### src/rtl/regfile_pkg.sv
// ---------------------------------------------------------------------------
// regfile_pkg
//   Shared definitions for the multi-port register file (regfile_mp) and its
//   clear sequencer (regfile_mp_clr):
//     - default parameter values (DW, DEPTH, NR, NW)
//     - clear-sequencer state type and encodings (ST_CLEAR, ST_RUN)
//     - win_port(): picks the write port that owns an address when several
//       ports target it in the same cycle (highest index wins)
// ---------------------------------------------------------------------------
package regfile_pkg;

  localparam int DEF_DW    = 32;
  localparam int DEF_DEPTH = 32;
  localparam int DEF_NR    = 2;
  localparam int DEF_NW    = 1;

  // Widest write-port count the file supports; hit vectors are sized to it.
  localparam int MAX_NW    = 2;

  typedef logic [0:0] state_t;
  localparam state_t ST_CLEAR = 1'b0;
  localparam state_t ST_RUN   = 1'b1;

  // Highest set bit of hit. Returns 0 when hit is empty, so callers must
  // qualify the result with |hit.
  function automatic int win_port(input logic [MAX_NW-1:0] hit);
    int idx;
    idx = 0;
    for (int p = 0; p < MAX_NW; p++) begin
      if (hit[p]) idx = p;
    end
    return idx;
  endfunction

endpackage

### src/rtl/regfile_mp_clr.sv
// ---------------------------------------------------------------------------
// regfile_mp_clr
//   Clear sequencer for regfile_mp. After reset, and after a clr_req pulse
//   seen in ST_RUN, it walks every entry once (one per cycle, DEPTH cycles)
//   and requests a zero write to it, then returns to ST_RUN.
//
// Ports:
//   clk       in   rising-edge clock
//   rst       in   asynchronous active-low reset
//   clr_req   in   request a full clear (only honoured in ST_RUN)
//   state     out  current sequencer state (ST_CLEAR / ST_RUN)
//   busy      out  high while clearing
//   clr_we    out  zero-write enable for entry clr_addr
//   clr_addr  out  entry being cleared this cycle
// ---------------------------------------------------------------------------
module regfile_mp_clr
  import regfile_pkg::*;
#(
  parameter int DEPTH = DEF_DEPTH,
  parameter int AW    = $clog2(DEPTH)
) (
  input  logic          clk,
  input  logic          rst,
  input  logic          clr_req,
  output state_t        state,
  output logic          busy,
  output logic          clr_we,
  output logic [AW-1:0] clr_addr
);

  // One spare bit so the counter cannot wrap before the terminal compare.
  localparam int            CW       = AW + 1;
  localparam logic [CW-1:0] CNT_LAST = CW'(DEPTH - 1);

  state_t        state_q, state_d;
  logic [CW-1:0] cnt_q, cnt_d;

  always_comb begin
    state_d = state_q;
    cnt_d   = cnt_q;
    case (state_q)
      ST_CLEAR: begin
        // clr_req is ignored here: a clear in progress is never restarted.
        cnt_d = cnt_q + CW'(1);
        if (cnt_q == CNT_LAST) state_d = ST_RUN;
      end
      default: begin
        if (clr_req) begin
          state_d = ST_CLEAR;
          cnt_d   = '0;
        end
      end
    endcase
  end

  always_ff @(posedge clk or negedge rst) begin
    if (!rst) begin
      state_q <= ST_CLEAR;
      cnt_q   <= '0;
    end else begin
      state_q <= state_d;
      cnt_q   <= cnt_d;
    end
  end

  assign state    = state_q;
  assign busy     = (state_q == ST_CLEAR);
  assign clr_we   = (state_q == ST_CLEAR);
  assign clr_addr = cnt_q[AW-1:0];

endmodule

### src/rtl/regfile_mp.sv
// ---------------------------------------------------------------------------
// regfile_mp
//   Parametrised multi-port register file for the ID stage: NR registered
//   read ports (one-cycle latency) and NW write ports from WB. When several
//   write ports hit the same address in one cycle, the highest-index port
//   wins. A clear sequencer zeroes the array after reset and on clr_req.
//
//   Build option: define REGFILE_MP_BYPASS_EN to forward same-cycle write
//   data into the read registers (write-first). Without it reads capture the
//   array before the write (read-first).
//
// Ports:
//   clk      in   rising-edge clock
//   rst      in   asynchronous active-low reset
//   raddr    in   NR*AW read addresses, port i at [i*AW +: AW]
//   rdata    out  NR*DW registered read data, port i at [i*DW +: DW]
//   rvalid   out  NR read-data valid bits
//   re       in   NR read enables
//   we       in   NW write enables
//   waddr    in   NW*AW write addresses
//   wdata    in   NW*DW write data
//   stall    in   hold read outputs
//   flush    in   squash read outputs (beats stall)
//   clr_req  in   single-cycle full-clear request
//   busy     out  clear in progress
//
// Handshake: there is no back-pressure. A read issued with re[i]=1 on an
// unstalled, unflushed cycle in RUN produces rvalid[i]=1 with its data on the
// next cycle; rvalid/rdata then hold until the next unstalled cycle.
// ---------------------------------------------------------------------------
module regfile_mp
  import regfile_pkg::*;
#(
  parameter int DW       = DEF_DW,
  parameter int DEPTH    = DEF_DEPTH,
  parameter int AW       = $clog2(DEPTH),
  parameter int NR       = DEF_NR,
  parameter int NW       = DEF_NW,
  parameter int ZERO_REG = 1
) (
  input  logic            clk,
  input  logic            rst,
  input  logic [NR*AW-1:0] raddr,
  output logic [NR*DW-1:0] rdata,
  output logic [NR-1:0]    rvalid,
  input  logic [NR-1:0]    re,
  input  logic [NW-1:0]    we,
  input  logic [NW*AW-1:0] waddr,
  input  logic [NW*DW-1:0] wdata,
  input  logic             stall,
  input  logic             flush,
  input  logic             clr_req,
  output logic             busy
);

  // ---------------------------------------------------------------------
  // Clear sequencer
  // ---------------------------------------------------------------------
  state_t        clr_state;
  logic          clr_we;
  logic [AW-1:0] clr_addr;
  logic          run;

  regfile_mp_clr #(
    .DEPTH (DEPTH),
    .AW    (AW)
  ) u_clr (
    .clk      (clk),
    .rst      (rst),
    .clr_req  (clr_req),
    .state    (clr_state),
    .busy     (busy),
    .clr_we   (clr_we),
    .clr_addr (clr_addr)
  );

  assign run = (clr_state == ST_RUN);

  // ---------------------------------------------------------------------
  // Write ports: a write commits only in RUN, not in the cycle a clear is
  // requested, and never to r0 when ZERO_REG is set.
  // ---------------------------------------------------------------------
  logic [NW-1:0] wr_act;

  always_comb begin
    wr_act = '0;
    for (int p = 0; p < NW; p++) begin
      wr_act[p] = run && we[p] && !clr_req &&
                  !((ZERO_REG != 0) && (waddr[p*AW +: AW] == '0));
    end
  end

  // ---------------------------------------------------------------------
  // Storage. Contents are not reset; the sequencer zeroes them.
  // ---------------------------------------------------------------------
  logic [DW-1:0]    mem_q [DEPTH];
  logic [DW-1:0]    mem_d [DEPTH];
  logic [DEPTH-1:0] mem_we;

  always_comb begin
    logic [MAX_NW-1:0] hit;
    for (int e = 0; e < DEPTH; e++) begin
      hit = '0;
      for (int p = 0; p < NW; p++) begin
        hit[p] = wr_act[p] && (waddr[p*AW +: AW] == AW'(e));
      end
      // Clear writes and port writes never coincide: one needs CLEAR, the
      // other RUN.
      if (clr_we && (clr_addr == AW'(e))) begin
        mem_we[e] = 1'b1;
        mem_d[e]  = '0;
      end else begin
        mem_we[e] = |hit;
        mem_d[e]  = wdata[win_port(hit)*DW +: DW];
      end
    end
  end

  always_ff @(posedge clk) begin
    for (int e = 0; e < DEPTH; e++) begin
      if (mem_we[e]) mem_q[e] <= mem_d[e];
    end
  end

  // ---------------------------------------------------------------------
  // Read ports
  // ---------------------------------------------------------------------
  for (genvar i = 0; i < NR; i++) begin : g_rd
    logic [AW-1:0] ra;
    logic [DW-1:0] rval;
    logic [DW-1:0] rdata_q, rdata_d;
    logic          rvalid_q, rvalid_d;

    assign ra = raddr[i*AW +: AW];

    always_comb begin
`ifdef REGFILE_MP_BYPASS_EN
      logic [MAX_NW-1:0] hit;
      hit = '0;
      for (int p = 0; p < NW; p++) begin
        hit[p] = wr_act[p] && (waddr[p*AW +: AW] == ra);
      end
`endif
      rval = mem_q[ra];
`ifdef REGFILE_MP_BYPASS_EN
      if (|hit) rval = wdata[win_port(hit)*DW +: DW];
`endif
      if ((ZERO_REG != 0) && (ra == '0)) rval = '0;
    end

    always_comb begin
      rdata_d  = rdata_q;
      rvalid_d = rvalid_q;
      if (!run) begin
        rdata_d  = '0;
        rvalid_d = 1'b0;
      end else if (flush) begin
        rdata_d  = '0;
        rvalid_d = 1'b0;
      end else if (!stall) begin
        rvalid_d = re[i];
        if (re[i]) rdata_d = rval;
      end
    end

    always_ff @(posedge clk or negedge rst) begin
      if (!rst) begin
        rdata_q  <= '0;
        rvalid_q <= 1'b0;
      end else begin
        rdata_q  <= rdata_d;
        rvalid_q <= rvalid_d;
      end
    end

    assign rdata[i*DW +: DW] = rdata_q;
    assign rvalid[i]         = rvalid_q;
  end

endmodule

### config.mk
export PLATFORM = sky130hd
export DESIGN_NAME = regfile_mp
export DESIGN_NICKNAME = d
export VERILOG_FILES = /design/src/rtl/regfile_pkg.sv /design/src/rtl/regfile_mp_clr.sv /design/src/rtl/regfile_mp.sv
export SDC_FILE = /design/constraint.sdc
export NUM_CORES = 2
export LEC_CHECK = 0
export ABC_AREA = 1
export ABC_CLOCK_PERIOD_IN_PS = 7400
export CELL_PAD_IN_SITES_DETAIL_PLACEMENT = 1
export CELL_PAD_IN_SITES_GLOBAL_PLACEMENT = 2
export CORE_MARGIN = 5
export CORE_UTILIZATION = 41
export DETAILED_ROUTE_END_ITERATION = 8
export HOLD_SLACK_MARGIN = 0.06
export PLACE_DENSITY = 0.95
export SKIP_LAST_GASP = 1
export SYNTH_ARGS = -nofsm -noshare
export SYNTH_HDL_FRONTEND = slang
export SYNTH_SLANG_ARGS = --single-unit
export TNS_END_PERCENT = 30
### constraint.sdc
create_clock -name clk -period 7.4 [get_ports clk]
set_input_delay 0.74 -clock clk [delete_from_list [all_inputs] [get_ports clk]]
set_output_delay 0.74 -clock clk [all_outputs]
set_load 0.005 [all_outputs]
==> metrics.md <==
| Metric | Value |
|---|---|
| Core Box Area | 151500 µm² |
| Worst EP required | 7.92 ns |
| Fin. Hold Viols | 0 |
| Outcome | completed |
| Vias per cell | 5.993 |
| Routed WL | 284.0 mm |
| Hpwl dp | 153.2 mm |
| Nets@finish | 7892 |
| CP peak stage delay | 0.71 ns |
| Leakage | 29.91 nW |
| Simple-Gate Fraction of Synth Area | 37.14% |
| Maximum clock path buffer count | 3 |
| Top_reg_cell synth | edfxtp_1 |
| CP most frequent cell | buf_4 |
| # clock sinks | 1097 |
| Synth async-reset ratio | 6.655% |
| Global-route wire length before repair | 408.0 mm |
| Routed len/inst | 28.49 µm |
| Hold-fix buffers, CTS | 1 |
| Post-route cell area | 69060 µm² |
| Worst hold path class | reg2reg |
| CTS resizes | 0 |
| Post-Place Cell Area | 64850 µm² |
| GPL Wtd Cong | 0.8765 |
| Sequential share of power | 42.9% |
| Most common cell after layout, fill and taps aside | nand2_1 |
| Worst path cell trace | nor2_1, inv_2, nor2_4, buf_4, clkinv_1, buf_4, nand2_1, inv_1 |
| Die Ht | 400.1 µm |
| Worst path slowest cell | clkinv_1 |
| H-tree level count | 4 |
| Clock power share | 35.1% |
| Sequential element share of the synthesized area | 52.21% |
| Drt initial violations | 7212 |
| Slew headroom | 20.03% |
| Worst-margin pin slew | 1.200 ns |
| Vias | 59740 |
| Antenna violations before repair | 7 |
| Final Util | 45.57% |
| Max frequency | 273.6 MHz |
| Max Fanout on Critical Path | 23 |
| Area grow syn2layout | 10.68% |
| Critical path type | reg2reg |
| Port-buffer cells | 121 |
| Die Width | 400.1 µm |
| WP data arrival | 4.17 ns |
| Final setup viols | 0 |
| Clock transition at path regs | 0.07 ns |
| Critical Path End Type | register |
| Avg Synthesized Cell Area | 7.732 µm² |
| Synth Area in Compound Gates | 0.8402% |
| CTS root buffer | clkbuf_16 |
| Setup TNS | 0 ns |
| First drt pass iteration count | 7 |
| Max_cap viols | 0 |
| Filler cell count | 18280 |
| CTS buffer count | 132 |
| Std cell rows | 143 |
| Final Skew | 0.02255 ns |
| Switching Share | 33.45% |
| Post-Synth XOR/XNOR Area | 0% |
| RSZ-0062 raised after global routing | no |
| Final Cycle Share | 49.38% |
| Crit start category | register |
| Warnings, synthesis | 0 |
| Mux cell area share after synthesis | 0% |
| TritonCTS clock tree | done |
| Die area | 160100 µm² |
| Starting Density | 41.17% |
| Largest net degree at the start of global routing | 214 |
| Syn_nets | 8131 |
| Top Ports | 122 |
| Comb pwr share | 22.0% |
| Register bit total from synthesis | 1097 |
| Number of global-route vias before repair | 61510 |
| Detail Route Antenna Nets | 0 |
| Hold depth | 1 |
| Worst vdd ir | 0.0002926 V |
| Grt total ovfl | 0 |
| Skew-Pair Late Insertion Delay | 0.78 ns |
| R2R cell count | 8 |
| Post-synth cell types | 32 |
| Most frequent cells in the layout | nand2_1, nand3_1, edfxtp_1 |
| Post-synth EDFFs | 1024 |
| Mapped Area | 62400 µm² |
| Final worst path period need | 3.654 ns |
| Psw | 6.226 mW |
| Power per cell area | 269.5 nW/µm² |
| Post-Synth Adder-Cell Area | 0.1203% |
| Slew Limit Fails | 0 |
| Total GRT Usage | 34.89% |
| Pint | 12.39 mW |
| Drt drc | 0 |
| Mapped Cells | 8070 |
| Share of cells above drive strength 1 | 7.434% |
| Setup bufs post-CTS | 0 |
| Largest family of logic cells by synthesized area | simple AND/OR/NAND/NOR gates |
-- metrics by stage --
stage / power (mW) / cells / setup WS [ns] / hold slack [ns]
6_report: 18.61 / 9968 / 3.746 / 0.4747
5_1_grt: 19.15 / 9967 / 3.708 / 0.4994
4_1_cts: 18.52 / 9966 / 3.785 / 0.4650
3_5_place_dp: 12.05 / 9726 / 3.594 / 0.4672
3_3_place_gp: 11.87 / 9726 / 3.670 / 0.4420
2_1_floorplan: 10.22 / 8070 / 3.387 / 0.4274
-- power groups by stage --
stage	Sequential [mW]	Clock, mW	Combinational, mW
final	7.98	6.54	4.10
after global routing	8.03	6.82	4.30
after CTS	7.97	6.57	3.98
after detailed placement	8.09	0	3.96
after global placement	8.05	0	3.82
after floorplan	8.03	0	2.19
-- cell type report --
type,instances,area (µm²),area share [%]
flip-flops and latches,1097,32580,47.17
inverters,821,3137,4.542
diodes,2,5.005,0.007247
clock buffers,184,3740,5.415
multi-input cells,5533,24350,35.26
repair buffers,246,2257,3.268
well taps,2030,2540,3.678
clock inverters,55,456.7,0.6613
-- cells by family (layout without fill, tap and decap cells) --
| group | Yosys count | in the layout |
|---|---|---|
| compound gates | 78 | 78 |
| fa+ha+maj | 6 | 6 |
| buf+inv | 1440 | 1306 |
| flops | 1097 | 1097 |
| other cells | 0 | 2 |
| simple gates | 5449 | 5449 |
-- layer usage --
metal | GRT usage (%) | wire [µm] | vias up
met5 | 0 | 30 | -
met2 | 54.83 | 126100 | 3667
met1 | 44.05 | 106000 | 29690
met4 | 22.44 | 20940 | 4
li1 | - | - | 25420
met3 | 6.903 | 30840 | 963
-- sequential cells by signal (all words and copies together), names as in the netlist --
register	flops
g_rd.rdata_q	64
u_clr.cnt_q	6
g_rd.rvalid_q	2
mem_q	1024
u_clr.state	1
-- path summary, 6_finish.rpt --
kind,startpoint,slack (ns),endpoint
worst min-delay path,u_clr.cnt_q[5],0.47,u_clr.cnt_q[5]
worst max-delay path,u_clr.state,3.75,mem_q[0][24]
worst max register to register,u_clr.state,3.75,mem_q[0][24]
min in group asynchronous,rst,0.54,u_clr.cnt_q[4]
max in group asynchronous,rst,5.45,g_rd[1].rdata_q[2]
worst min register to register,u_clr.cnt_q[5],0.47,u_clr.cnt_q[5]
-- synthesized netlist by cell type, types with 6 or more instances --
cell type / n / share of area (%)
nor2_1: 938 / 5.6
inv_1: 778 / 4.7
nand2_1: 2560 / 15
nand4_1: 6 / 0.060
nor2_2: 18 / 0.18
o21ai_0: 11 / 0.088
or2_1: 23 / 0.23
o22ai_1: 23 / 0.23
o211ai_1: 32 / 0.39
clkbuf_1: 220 / 1.3
inv_2: 40 / 0.24
edfxtp_1: 1024 / 49
or2_2: 166 / 1.7
dfrtp_1: 73 / 2.9
buf_1: 37 / 0.22
ha_1: 6 / 0.12
nand3_1: 1730 / 14
buf_2: 290 / 2.3
buf_4: 67 / 0.81
-- worst max-delay path: cells and delay by family, from the launching register on --
kind	cells	cell delay, ns
buffers and inverters	5	2.12
and+or+nand+nor	3	0.75
DFF	1	0.48
Note: power is estimated with default switching activity, not from simulation.
